### src/rtl/zcip_col_scheduler.sv
// Zero-column index processor: serialises one sign-magnitude weight group into
// sign column, magnitude bit-columns and a done pulse. Zero-column skipping is enabled by ZCIP_SKIP_EN.
module zcip_col_scheduler #(
  parameter int unsigned NUM_LANES = 8,
  parameter int unsigned ACT_W     = 8,
  parameter int unsigned W_W       = 8,
  parameter int unsigned SH_W      = 3
) (
  input  logic                         clk,
  input  logic                         rstn,
  input  logic                         w_valid,
  output logic                         w_ready,
  input  logic [NUM_LANES*W_W-1:0]     weights,
  input  logic [NUM_LANES*ACT_W-1:0]   acts_in,
  output logic [NUM_LANES*ACT_W-1:0]   activations,
  output logic [NUM_LANES-1:0]         weight_column,
  output logic                         weight_sign_en,
  output logic [SH_W-1:0]              shift_offset,
  output logic                         done,
  output logic                         busy,
  output logic [SH_W-1:0]              col_count
);

  localparam int unsigned MAG_W = W_W - 1;

  typedef enum logic [1:0] {IDLE, SIGN, COLS, FIN} state_t;

  state_t                       state_q;
  logic [MAG_W-1:0]             mag_q [NUM_LANES];
  logic [MAG_W-1:0]             mask_q;
  logic [SH_W-1:0]              cnt_q;

  logic                         w_ready_q;
  logic                         busy_q;
  logic [NUM_LANES-1:0]         col_q;
  logic                         sign_en_q;
  logic [SH_W-1:0]              shift_q;
  logic                         done_q;
  logic [NUM_LANES*ACT_W-1:0]   acts_q;
  logic [SH_W-1:0]              col_count_q;

  logic [MAG_W-1:0]             in_mask;
  logic [NUM_LANES-1:0]         in_sign;
  logic [SH_W-1:0]              k_sel;
  logic                         k_found;
  logic [NUM_LANES-1:0]         k_col;
  logic [MAG_W-1:0]             mask_d;

  // Column-occupancy mask and sign column of the incoming group.
  always_comb begin
    in_mask = '0;
    in_sign = '0;
    for (int unsigned lane = 0; lane < NUM_LANES; lane++) begin
      in_sign[lane] = weights[lane*W_W + W_W - 1];
      for (int unsigned k = 0; k < MAG_W; k++) begin
        in_mask[k] = in_mask[k] | weights[lane*W_W + k];
      end
    end
`ifndef ZCIP_SKIP_EN
    in_mask = '1;
`endif
  end

  // Lowest remaining column; clearing it is m & (m - 1).
  always_comb begin
    k_sel   = '0;
    k_found = 1'b0;
    for (int unsigned k = 0; k < MAG_W; k++) begin
      if (!k_found && mask_q[k]) begin
        k_sel   = SH_W'(k);
        k_found = 1'b1;
      end
    end
    k_col = '0;
    for (int unsigned lane = 0; lane < NUM_LANES; lane++) begin
      k_col[lane] = mag_q[lane][k_sel];
    end
    mask_d = mask_q & (mask_q - MAG_W'(1));
  end

  always_ff @(posedge clk or negedge rstn) begin
    if (!rstn) begin
      state_q     <= IDLE;
      mag_q       <= '{default: '0};
      mask_q      <= '0;
      cnt_q       <= '0;
      w_ready_q   <= 1'b1;
      busy_q      <= 1'b0;
      col_q       <= '0;
      sign_en_q   <= 1'b0;
      shift_q     <= '0;
      done_q      <= 1'b0;
      acts_q      <= '0;
      col_count_q <= '0;
    end else begin
      unique case (state_q)
        IDLE: begin
          if (w_valid) begin
            for (int unsigned lane = 0; lane < NUM_LANES; lane++) begin
              mag_q[lane] <= weights[lane*W_W +: MAG_W];
            end
            mask_q    <= in_mask;
            cnt_q     <= '0;
            acts_q    <= acts_in;
            col_q     <= in_sign;
            sign_en_q <= 1'b1;
            shift_q   <= '0;
            w_ready_q <= 1'b0;
            busy_q    <= 1'b1;
            state_q   <= SIGN;
          end
        end
        // Outputs are set on entry to a state, so SIGN and COLS share the
        // "issue next column or close the group" decision.
        SIGN, COLS: begin
          sign_en_q <= 1'b0;
          if (mask_q == '0) begin
            col_q       <= '0;
            shift_q     <= '0;
            done_q      <= 1'b1;
            col_count_q <= cnt_q;
            state_q     <= FIN;
          end else begin
            col_q   <= k_col;
            shift_q <= k_sel;
            mask_q  <= mask_d;
            cnt_q   <= cnt_q + SH_W'(1);
            state_q <= COLS;
          end
        end
        FIN: begin
          done_q    <= 1'b0;
          w_ready_q <= 1'b1;
          busy_q    <= 1'b0;
          state_q   <= IDLE;
        end
        default: state_q <= IDLE;
      endcase
    end
  end

  assign w_ready        = w_ready_q;
  assign busy           = busy_q;
  assign weight_column  = col_q;
  assign weight_sign_en = sign_en_q;
  assign shift_offset   = shift_q;
  assign done           = done_q;
  assign activations    = acts_q;
  assign col_count      = col_count_q;

endmodule
### config.mk
export PLATFORM = sky130hd
export DESIGN_NAME = zcip_col_scheduler
export DESIGN_NICKNAME = d
export VERILOG_FILES = /design/src/rtl/zcip_col_scheduler.sv
export SDC_FILE = /design/constraint.sdc
export NUM_CORES = 1
export LEC_CHECK = 0
export BUFFER_PORTS_ARGS = -buffer_cell sky130_fd_sc_hd__buf_2
export CAP_MARGIN = 20
export CORE_ASPECT_RATIO = 0.8
export CORE_MARGIN = 3
export CORE_UTILIZATION = 51
export DETAILED_ROUTE_END_ITERATION = 6
export GPL_TIMING_DRIVEN = 1
export PLACE_DENSITY_LB_ADDON = 0.1
export RECOVER_POWER = 25
export SYNTH_ARGS = -nofsm -noshare
export SYNTH_HDL_FRONTEND = slang
export SYNTH_SLANG_ARGS = --single-unit
### constraint.sdc
create_clock -name clk -period 4.74 [get_ports clk]
set_input_delay 0.237 -clock clk [delete_from_list [all_inputs] [get_ports clk]]
set_output_delay 0.237 -clock clk [all_outputs]
set_load 0.01 [all_outputs]
## After elaboration in Yosys (flattened, before gate mapping)

Index checks and enable logic that the tools add are counted.
Widths: inputs -> output; s select.

| storage, ports and cells | value |
|---|---|
| register bits | 150 |
| bits in writable memories | 0 |
| latch bits | 0 |
| bits in read-only memories | 0 |
| memories | 0 |
| bits of input ports | 131 |

| operators by class | value |
|---|---|
| mux-type cells | 49 |
| $mul | 0 |
| bitwise operators | 1 |
| $lt $le $gt $ge | 1 |
| shifts and indexed selects | 0 |
| equal/unequal tests | 6 |
| reductions and logical operators | 24 |
| divide/modulo/power cells | 0 |
| add/sub/neg operators | 2 |

Operator list:

| kind | count |
|---|---|
| $bmux 1 s3 | 8 |
| $mux 3 | 8 |
| $mux 1 | 19 |
| $mux 8 | 2 |
| $pmux 8 s2 | 1 |
| $mux 7 | 2 |
| $pmux 7 s2 | 1 |
| $pmux 3 s2 | 2 |
| $reduce_and 2->1 | 5 |
| $pmux 1 s2 | 4 |
| $and 7x7->7 | 1 |
| $logic_not 7->1 | 1 |
| $sub 7x1->7 const B | 1 |
| $logic_and 1x1->1 | 6 |
| $logic_not 1->1 | 6 |
| $ne 2x2->1 const B | 3 |
| $pmux 2 s3 | 1 |
| $reduce_bool 2->1 | 3 |
| $eq 2x2->1 const B | 2 |
| $lt 3x4->1 const B | 1 |
| $add 3x1->3 const B | 1 |
| $reduce_and 3->1 | 1 |
| $eq 2x1->1 const B | 1 |
| $logic_not 2->1 | 1 |
| 2 further kinds | 2 |

## Longest topological paths before layout

Gate-level depths: netlist of run 1.

| logic depth | value |
|---|---|
| depth after elaboration | 23 |
| depth in mapped cells | 8 |
| gate-level depth less buffers | 7 |

## Least setup slack after synthesis of run 1

Ideal clock, no wire load.

| timing | value |
|---|---|
| kind | flip-flop to flip-flop |
| start | register mask_q[4] |
| end | register col_q[4], in the netlist weight_column[4] |
| required time | 4.614 ns |
| cell stages (with the launch flop) | 7 |
| arrival | 1.740 ns |
| setup time | 0.126 ns |
| setup slack | 2.875 ns |
| path through | dfrtp_1 > nand2b_4 > a221oi_4 > buf_6 > mux2_1 > a221oi_1 > o21ai_1 |

| on the way | value |
|---|---|
| longest elaborated chain between the ends | 12 |

RTL lines:

| element | RTL line | source |
|---|---|---|
| from (decl) | 30 | `logic [MAG_W-1:0] mask_q;` |
| from (signal assigned) | 102 | `mask_q <= in_mask;` |
| from (signal assigned) | 126 | `mask_q <= mask_d;` |
| $logic_and 1x1->1 | 69 | `if (!k_found && mask_q[k]) begin` |
| $mux 1 | 69 |  |
| $logic_not 1->1 | 69 |  |
| $logic_and 1x1->1 | 69 |  |
| $mux 1 | 69 |  |
| $logic_not 1->1 | 69 |  |
| $logic_and 1x1->1 | 69 |  |
| $mux 3 | 69 |  |
| $bmux 1 s3 | 76 | `k_col[lane] = mag_q[lane][k_sel];` |
| $mux 1 (not written as such) | 76 |  |
| $mux 8 (*) | 117 | `if (mask_q == '0) begin` |
| $pmux 8 s2 (*) | 96 | `unique case (state_q)` |
| to (signal assigned) | 105 | `col_q <= in_sign;` |
| to (signal assigned) | 124 | `col_q <= k_col;` |
| to (decl) | 35 | `logic [NUM_LANES-1:0] col_q;` |

Every way passes the cells marked *; elsewhere a longest branch is shown, timed or not. The select of a mux whose other input is x is not followed.
A chain may end at the register's enable or synchronous reset.

==> flow_summary.yaml, run 1 <==
critical_path:
  cp_cell_sequence: "dlygate4sd3_1 -> clkbuf_2 -> buf_4"
  critPathBufInv: 3
  cp.depth: 3
  cp_top_family: "buffers and inverters"
  cp_data_required_time_ps: 5250
  ff2ff_path_depth: 4
  worstPathMaxFanout: 109
  start_kind: "input port"
  cp-end-kind: "asynchronous set/reset pin"
  cp_slowest_cell: "clkbuf_2"
  setup.worst_path.class: "in2async"
  cp_slowest_stage_delay_ps: 1850
  arrival_ps: 3400
job:
  drv_cap: 1
global_route:
  grt_start_max_net_pins: 110
  grt_pass1_wl_mm: 27.95
  gr-total-overflow: 0
  antenna_found_initial: 0
  grt_use_total: 0.2563
  grt_pass1_vias: 5781
clock_tree:
  htree_levels: 4
  clock-root-buffer: "clkbuf_16"
  clk-insertion-delay-late_ps: 420
  cts_tree: "yes"
  clkSinkCount: 150
  numCtsBuffers: 17
  cts.clk_slew.worst_paths_ps: 60
  cts.path.max_buffers: 2
  post_cts_buffers: 0
logic_synthesis:
  ys.flop_type: "dfrtp_1"
  ys_ff_latch: 150
  syn_inst: 708
  synthArstFlopShare: 1.000
  syn_area_mm2: 0.006360
  synthesis.nets: 842
  synth_cell_type_count: 48
  synth_edf_count: 0
  synth.avg_cell_area_um2: 8.983
  ys.warnings.count: 0
  seq_area_frac_synth: 0.5904
power:
  ir_drop_uv: 375.7
  fin_total_pwr_mw: 6.178
  swShare: 0.4039
  p_leak_nw: 4.338
  seqPwrFrac: 0.372
  pwr-share-clk: 0.232
  netSwitchingPower_mw: 2.496
  p_comb_frac: 0.396
  p_per_area_mw_per_mm2: 745.2
  p_int_mw: 3.683
final_layout:
  ff_latch_area_mm2: 0.003755
  final_nets: 1067
  drive_above_1_share: 0.1956
  final_common_cell: "nand2_1"
  multiInputGateArea_mm2: 0.002430
  fillCellCount: 943
  final_cell_mix: "375 x nand2_1, 149 x dfrtp_1, 130 x buf_2"
  syn2layout_area_growth_pct: 30.36
timing:
  finalCritPeriodShare: 0.6100
  fin_skew_ps: 9.256
  slew-limit-headroom: -0.7711
  rsz0062_at_grt: "no"
  finalSetupTns_ps: 0
  min_period_ps: 2892
  fmax_mhz: 345.8
  setup_viol_count_final: 0
  slew_violations: 110
  worst_slew_pin_slew_ps: 2657
  hold_violations: 0
hold_path:
  hold_path_class: "in2reg"
  holdPathStages: 3
route:
  drc: 0
  dr.pass1.iters: 5
  vias_per_cell: 5.163
  vias: 5653
  drt_iter0_markers: 383
  routed_wirelength_mm: 17.12
  drtAntennaViolNets: 0
  wl_per_cell_um: 15.63
floorplanning:
  core-area_mm2: 0.01182
  ios: 213
  die_h_um: 105.9
  die_w_um: 130.9
  die_area_mm2: 0.01385
  initial_core_util: 0.5379
  rows: 35
place:
  gp_congestion: 0.9022
  io_buffer_count: 212
  hpwl_mm: 11.49
outcome:
  status: "finished with violations"
  violations: "max-capacitance violations, max-slew violations"
-- power groups by stage --
stage / logic, mW / clock network, mW / registers [mW]
after floorplan: 1.57 / 0 / 2.34
after global placement: 2.43 / 0 / 2.28
after detailed placement: 2.51 / 0 / 2.29
after CTS: 2.54 / 1.45 / 2.28
after global routing: 2.76 / 1.52 / 2.38
final: 2.45 / 1.43 / 2.30
-- cell type report --
| class | count | area share |
|---|---|---|
| antenna | 1 | 0.0003018 |
| tap | 148 | 0.02234 |
| multi-input combinational | 513 | 0.2931 |
| clock inverter | 14 | 0.02400 |
| clock buffer | 18 | 0.05177 |
| inverter | 8 | 0.003622 |
| timing repair buffer | 243 | 0.1520 |
| sequential | 150 | 0.4529 |
-- logic make-up after synthesis --
group                    share of synthesized area
XOR/XNOR                                  0.001377
AND/OR/NAND/NOR                             0.2599
buffers and inverters                      0.02912
multiplexers                               0.03010
AO/OA/AOI/OAI                              0.08322
adder cells (fa/ha/maj)                   0.005903
flip-flops                                  0.5904
-- cells in the mapped netlist (all sizes together), types with 2 or more instances --
library cell / n / share of area
inv: 7 / 0.0041
nor2b: 2 / 0.0020
dfrtp: 149 / 0.59
nand2b: 4 / 0.0051
buf: 10 / 0.0085
o211ai: 11 / 0.013
o21ai: 25 / 0.020
ha: 3 / 0.0059
a221oi: 8 / 0.014
o31ai: 2 / 0.0024
nand3: 3 / 0.0024
nor2: 13 / 0.0081
a22o: 2 / 0.0028
nand2: 376 / 0.22
a21o: 2 / 0.0024
a21oi: 13 / 0.010
nor3b: 8 / 0.010
clkbuf: 27 / 0.016
nor3: 2 / 0.0024
o22ai: 8 / 0.0079
mux2: 17 / 0.030
-- sequential cells by signal, summed over array words and instances, names as in the netlist --
| signal | cells |
|---|---|
| col_count | 3 |
| busy | 1 |
| weight_column | 8 |
| activations | 64 |
| shift_offset | 3 |
| weight_sign_en | 1 |
| mask_q | 7 |
| w_ready | 1 |
| mag_q | 56 |
| cnt_q | 3 |
| state_q | 2 |
| done | 1 |
-- worst reg2reg max path, delay by kind of cell (launching register included) --
family,cells,cell delay (ps)
AO/OA/AOI/OAI,3,1130
AND/OR/NAND/NOR,1,750
flip-flops,1,530
-- worst paths after layout --
check / startpoint / to / slack, ps
max: rstn / w_ready / 1850
min: weights[45] / mag_q[19] / 9
max reg2reg: mask_q[0] / weight_column[4] / 2210
min reg2reg: activations[33] / activations[33] / 470
max in group clk: mask_q[0] / weight_column[4] / 2210
min in group asynchronous: rstn / mag_q[26] / 1190
-- repair_timing --
item,CTS,global route
resized for setup,0,0
hold buffers,25,2
hold endpoints to repair,30,2
-- stage by stage --
step / utilization / hold WS [ps] / cell area (um^2) / std cells / setup WS (ps)
CTS: 0.7084 / 0.4087 / 8376 / 1092 / 2220
global placement: 0.6341 / 420.9 / 7497 / 1035 / 2353
finish: 0.7012 / 8.815 / 8290 / 1095 / 1848
floorplan: - / -58.59 / 6360 / 708 / 2875
detailed placement: 0.6341 / 429.1 / 7497 / 1035 / 2241
global route: 0.7010 / 2.350 / 8288 / 1094 / 1321
-- per-layer routing --
layer  part of all wire  up-vias  track usage
met2               0.49      211       0.4104
met3              0.080       29      0.09068
met5                  0        -            0
met1               0.41     2686       0.3260
met4              0.016        0      0.08076
li1                   -     2727            -
(Power assumes the default switching activity.)
==> run 2, diff against run 1 <==
--- a/config.mk
+++ b/config.mk
@@ -5,6 +5,7 @@
 export SDC_FILE = /design/constraint.sdc
 export NUM_CORES = 1
 export LEC_CHECK = 0
+export ABC_AREA = 1
 export BUFFER_PORTS_ARGS = -buffer_cell sky130_fd_sc_hd__buf_2
 export CAP_MARGIN = 20
 export CORE_ASPECT_RATIO = 0.8
==> constraint.sdc (replaced) <==
create_clock -name clk -period 2.9 [get_ports clk]
set_input_delay 0.145 -clock clk [delete_from_list [all_inputs] [get_ports clk]]
set_output_delay 0.145 -clock clk [all_outputs]
set_load 0.01 [all_outputs]
==> run 2 against run 1 <==
Compared with the run above: the flow now finishes without violations; register-to-register slack got worse by 1300 ps; non-clock buffer count increased by 97; die area increased by 2.0%; sequential power increased by 58%; combinational power increased by 71%; global-route usage increased by 3.3 points; utilization increased by 7.5 points; highest routed layer unchanged.
==> flow_summary.yaml, run 2 <==
logic_synthesis:
  yosysTopAreaCell: "dfrtp_1"
  syn_inst: 777
  synthesis.nets: 911
  synthArstFlopShare: 1.000
  synth_most_common_cell: "nand2_1"
  ys.warnings.count: 0
  ys_ff_latch: 150
  syn_area_mm2: 0.006491
  synth_cell_type_count: 28
  synth.avg_cell_area_um2: 8.354
  seq_area_frac_synth: 0.5785
  yosys-top-cells-area: "dfrtp_1 57%, nand2_1 22%, nand3_1 5.6%, o21ai_0 2.1%, inv_1 1.8%"
  synth_edf_count: 0
  yosys.area.top_type_share: 0.5744
  synth_common_cells: "389 x nand2_1, 149 x dfrtp_1, 73 x nand3_1"
  ys.flop_type: "dfrtp_1"
critical_path:
  cp_slowest_stage_delay_ps: 420
  rr_endpoint: "weight_column[4]"
  cp_cell_sequence: "nor2_4 -> nand4_4 -> nand2_4 -> inv_2 -> nand3_1 -> nand3_1 -> nand3_1 -> a21oi_2"
  arrival_ps: 2300
  r2r_start: "mask_q[2]"
  critPathBufInv: 1
  cp_data_required_time_ps: 3190
  start_kind: "flip-flop"
  worstPathMaxFanout: 25
  reg2reg_slack_ps: 900
  cp_slowest_cell: "dfrtp_1"
  cp-end-kind: "flip-flop"
  setup.worst_path.class: "reg2reg"
  cp_top_family: "simple AND/OR/NAND/NOR gates"
  cpMostUsedCell: "nand3_1"
  ff2ff_path_depth: 8
clock_tree:
  clkSinkCount: 150
  numCtsBuffers: 17
  cts_tree: "yes"
  clk-insertion-delay-late_ps: 410
  clock-root-buffer: "clkbuf_16"
  cts.path.max_buffers: 2
  htree_levels: 4
  post_cts_buffers: 0
  cts.clk_slew.worst_paths_ps: 60
place:
  gp_congestion: 0.8577
  io_buffer_count: 212
  placed_cells: 1129
  pre_cts_slack_ps: 925.1
  hpwl_mm: 11.76
timing:
  rsz0062_at_grt: "no"
  fmax_mhz: 499.4
  min_period_ps: 2003
  finalCritPeriodShare: 0.6905
  slew_violations: 0
  slew-limit-headroom: 0.6653
  setup_ws_ps: 897.4
  setup_viol_count_final: 0
  hold_violations: 0
  fin_skew_ps: 10.85
  worst_slew_pin_slew_ps: 500.2
  finalSetupTns_ps: 0
power:
  p_per_area_mw_per_mm2: 1067
  ir_drop_uv: 540.3
  p_leak_nw: 5.127
global_route:
  grt_pass1_vias: 6636
  grt_use_total: 0.2891
  grt_pass1_wl_mm: 32.70
  antenna_found_initial: 0
  grt_start_max_net_pins: 105
  gr-total-overflow: 0
outcome:
  status: "completed"
floorplanning:
  rows: 36
  die_w_um: 132.1
  core-area_mm2: 0.01230
  die_area_mm2: 0.01413
  die_h_um: 106.9
  initial_core_util: 0.5279
  ios: 213
route:
  routed_wirelength_mm: 19.50
  dr.pass1.iters: 5
  drt_iter0_markers: 554
  drc: 0
  vias_per_cell: 4.991
  wl_per_cell_um: 15.22
  drtAntennaViolNets: 0
  vias: 6394
hold_path:
  hp-start: "weights[15]"
  whs_endpoint: "weight_column[1]"
  holdPathStages: 3
  hold_path_class: "in2reg"
final_layout:
  final_nets: 1232
  final_common_cell: "nand2_1"
  syn2layout_area_growth_pct: 47.13
  final_cell_mix: "388 x nand2_1, 211 x buf_2, 149 x dfrtp_1"
  antenna_cells: 0
  utilization: 0.7767
  layoutNonFillerInstCount: 1281
  largest_reg_flops: 64
  drive_above_1_share: 0.2514
job:
  drv_cap: 0
[run 2: what timing repair did]
action | in CTS | in global routing
resized for setup | 0 | 0
hold buffers | 121 | 0
endpoints found under the hold margin | 167 | 0
[run 2: kinds of logic (layout without fill, tap and decap cells)]
group / after synthesis / count (layout) / synth area share
AND/OR/NAND/NOR: 492 / 492 / 0.3115
adder cells (fa/ha/maj): 3 / 3 / 0.005783
flip-flops: 150 / 150 / 0.5785
buffers and inverters: 74 / 407 / 0.04857
AO/OA/AOI/OAI: 57 / 57 / 0.05397
multiplexers: 1 / 1 / 0.001735
[run 2: tightest hold or removal path, cell delays in order]
cell     delay (ps)
buf_2            80
a21oi_1          80
a21oi_2         130
[run 2: per-stage QoR]
stage	hold WS, ps	area [um^2]	power (mW)
2_1_floorplan	-150.6	6491	6.250
3_3_place_gp	114.2	7705	7.562
3_5_place_dp	113.6	7705	7.611
4_1_cts	51.53	9550	10.15
5_1_grt	61.04	9550	10.95
6_report	64.19	9550	10.19
[run 2: area by class of cell]
type                       count  area [um^2]
clock buffer                  19        442.9
tap                          171        214.0
sequential                   150         3755
inverter                      36        137.6
timing repair buffer         340         2381
multi-input combinational    553         2429
fill                         820         2746
clock inverter                12        191.4
[run 2: report_power, final]
part           switching (mW)  total, mW  internal [mW]
clock network           0.898       2.38           1.48
logic                    2.61       4.18           1.57
registers               0.576       3.63           3.05
[run 2: routing by layer]
layer  track usage  part of all wire  vias to the layer above
li1              -                 -                     3073
met1        0.3940              0.44                     3042
met2        0.4627              0.48                      245
met3       0.06989             0.068                       34
met4       0.09220             0.018                        0
met5             0                 0                        -
[run 2: worst max-delay path by stage]
stage | from | end | slack, ps | depth (start not counted)
after floorplan | state_q[0] | weight_column[1] | 1300 | 8
after global placement | mask_q[2] | weight_column[1] | 970 | 8
after detailed placement | mask_q[2] | weight_column[7] | 930 | 8
after CTS | mask_q[2] | weight_column[4] | 920 | 8
after global routing | mask_q[2] | weight_column[6] | 730 | 8
final | mask_q[2] | weight_column[4] | 900 | 8
==> run 3, diff against run 2 <==
==> constraint.sdc (replaced) <==
create_clock -name clk -period 2.1 [get_ports clk]
set_input_delay 0.105 -clock clk [delete_from_list [all_inputs] [get_ports clk]]
set_output_delay 0.105 -clock clk [all_outputs]
set_load 0.01 [all_outputs]
==> run 3 against run 2 <==
Compared with the run above: the flow now finishes with violations (max-capacitance violations, max-slew violations); critical path depth stayed put; clock power rose by 29%; non-clock buffer count up 11; worst hold slack worse by 53 ps; first-iteration DRC count decreased by 26%; sequential share of layout area shrank 0.13 points; clock skew grew 4.7 ps; cell area rose by 0.33%.
==> flow_summary.yaml, run 3 (synthesis gave the netlist of run 2 again) <==
critical_path:
  crit_end: "cnt_q[2]"
  worstPathMaxFanout: 12
  ff2ff_path_depth: 8
  rr_endpoint: "cnt_q[2]"
  arrival_ps: 2170
  start_kind: "flip-flop"
  cp-end-kind: "flip-flop"
  r2r_start: "state_q[0]"
  setup.worst_path.class: "reg2reg"
  reg2reg_slack_ps: 260
  startpoint: "state_q[0]"
  cp_data_required_time_ps: 2430
outcome:
  violations: "max-capacitance violations, max-slew violations"
  status: "finished with violations"
route:
  vias: 6328
  dr.pass1.iters: 4
  vias_per_cell: 4.898
  wl_per_cell_um: 15.07
  drt_iter0_markers: 409
  drc: 0
  drtAntennaViolNets: 0
  routed_wirelength_mm: 19.48
final_layout:
  antenna_cells: 0
  final_cell_mix: "388 x nand2_1, 211 x buf_2, 149 x dfrtp_1"
  largest_reg_flops: 64
  drive_above_1_share: 0.2605
  final_nets: 1243
  final_common_cell: "nand2_1"
  syn2layout_area_growth_pct: 47.61
floorplanning:
  initial_core_util: 0.5279
  die_w_um: 132.1
  rows: 36
  die_area_mm2: 0.01413
  die_h_um: 106.9
  core-area_mm2: 0.01230
  ios: 213
clock_tree:
  cts_tree: "yes"
  clk-insertion-delay-late_ps: 420
  cts.clk_slew.worst_paths_ps: 60
  htree_levels: 4
  clock-root-buffer: "clkbuf_16"
  clkSinkCount: 150
  numCtsBuffers: 17
  cts.path.max_buffers: 2
global_route:
  grt_start_max_net_pins: 61
  grt_use_total: 0.2819
  antenna_found_initial: 0
  gr-total-overflow: 0
  grt_pass1_vias: 6459
  grt_pass1_wl_mm: 31.74
timing:
  slew_violations: 59
  slew-limit-headroom: -0.04246
  worst_slew_pin_slew_ps: 1564
  hold_violations: 0
  finalSetupTns_ps: 0
  finalCritPeriodShare: 0.8759
  min_period_ps: 1839
  setup_viol_count_final: 0
  rsz0062_at_grt: "no"
  fin_skew_ps: 15.51
  hold_ws_ps: 11.19
  fmax_mhz: 543.7
power:
  p_comb_frac: 0.424
  p_per_area_mw_per_mm2: 1455
  pwr-share-clk: 0.219
  seqPwrFrac: 0.357
  ir_drop_uv: 840.6
  swShare: 0.4058
  netSwitchingPower_mw: 5.656
  p_leak_nw: 5.150
  p_int_mw: 8.283
hold_path:
  hold_path_class: "in2reg"
place:
  gp_congestion: 0.9305
  io_buffer_count: 212
  hpwl_mm: 11.87
job:
  drv_cap: 1
run 3: changes by cell type in the layout (fill, tap and decap cells not counted), sizes merged:
| cell | before | now |
|---|---|---|
| clkinv | 2 | 3 |
| clkbuf | 19 | 20 |
| clkinvlp | 1 | 4 |
| bufinv | 4 | 2 |
| inv | 41 | 39 |
| buf | 219 | 229 |
run 3: through the flow:
stage                 util  cells  power (mW)  area [um^2]  setup slack (ps)
floorplan                -    777       8.630         6491             500.8
finish              0.7792   1292       13.94         9582             260.7
global placement    0.6323   1140       10.45         7775             354.4
global route        0.7792   1292       14.94         9582             76.46
detailed placement  0.6323   1140       10.56         7775             222.2
CTS                 0.7794   1292       13.86         9584             227.5
run 3: how the worst min path moves through the flow:
stage                     start          endpoint  slack, ps  depth (start not counted)
global placement           rstn         mag_q[15]        130                          1
detailed placement         rstn   activations[61]        130                          1
global route        weights[23]  weight_column[2]         20                          3
CTS                 weights[15]  weight_column[1]          7                          3
finish              weights[15]  weight_column[1]         10                          3
floorplan                  rstn    activations[0]       -190                          0
run 3: worst max-delay path, cell delays in order, from the launching register on:
cell and delay [ps]:
dfrtp_1 390, inv_1 60, ha_1 340, inv_2 210, o21ai_2 100, buf_4 180
nand2_1 200, nand2_1 90, a31oi_1 180
run 3: power by group through the flow:
| stage | combinational, mW | sequential [mW] | clock, mW |
|---|---|---|---|
| after floorplan | 3.48 | 5.15 | 0 |
| after global placement | 5.50 | 4.95 | 0 |
| after detailed placement | 5.64 | 4.92 | 0 |
| after CTS | 5.83 | 4.93 | 3.10 |
| after global routing | 6.63 | 5.09 | 3.22 |
| final | 5.91 | 4.97 | 3.06 |
run 3: area by class of cell:
class / instances / area, um^2
fill: 825 / 2715
sequential: 150 / 3755
clock inverter: 12 / 145.1
timing repair buffer: 351 / 2445
multi-input combinational: 553 / 2432
tap: 171 / 214.0
inverter: 36 / 137.6
clock buffer: 19 / 452.9
run 3: routing by layer:
layer	vias up	part of all wire	GRT usage
li1	3096	-	-
met1	2946	0.43	0.3708
met2	244	0.48	0.4528
met3	42	0.070	0.08443
met4	0	0.024	0.09295
met5	-	0	0
run 3: timing repair:
action / in CTS / in global routing
endpoints found under the setup margin: 0 / 1
resized for setup: 0 / 1
buffers inserted: 0 / 0
hold endpoints to repair: 177 / 0
hold buffers: 121 / 0
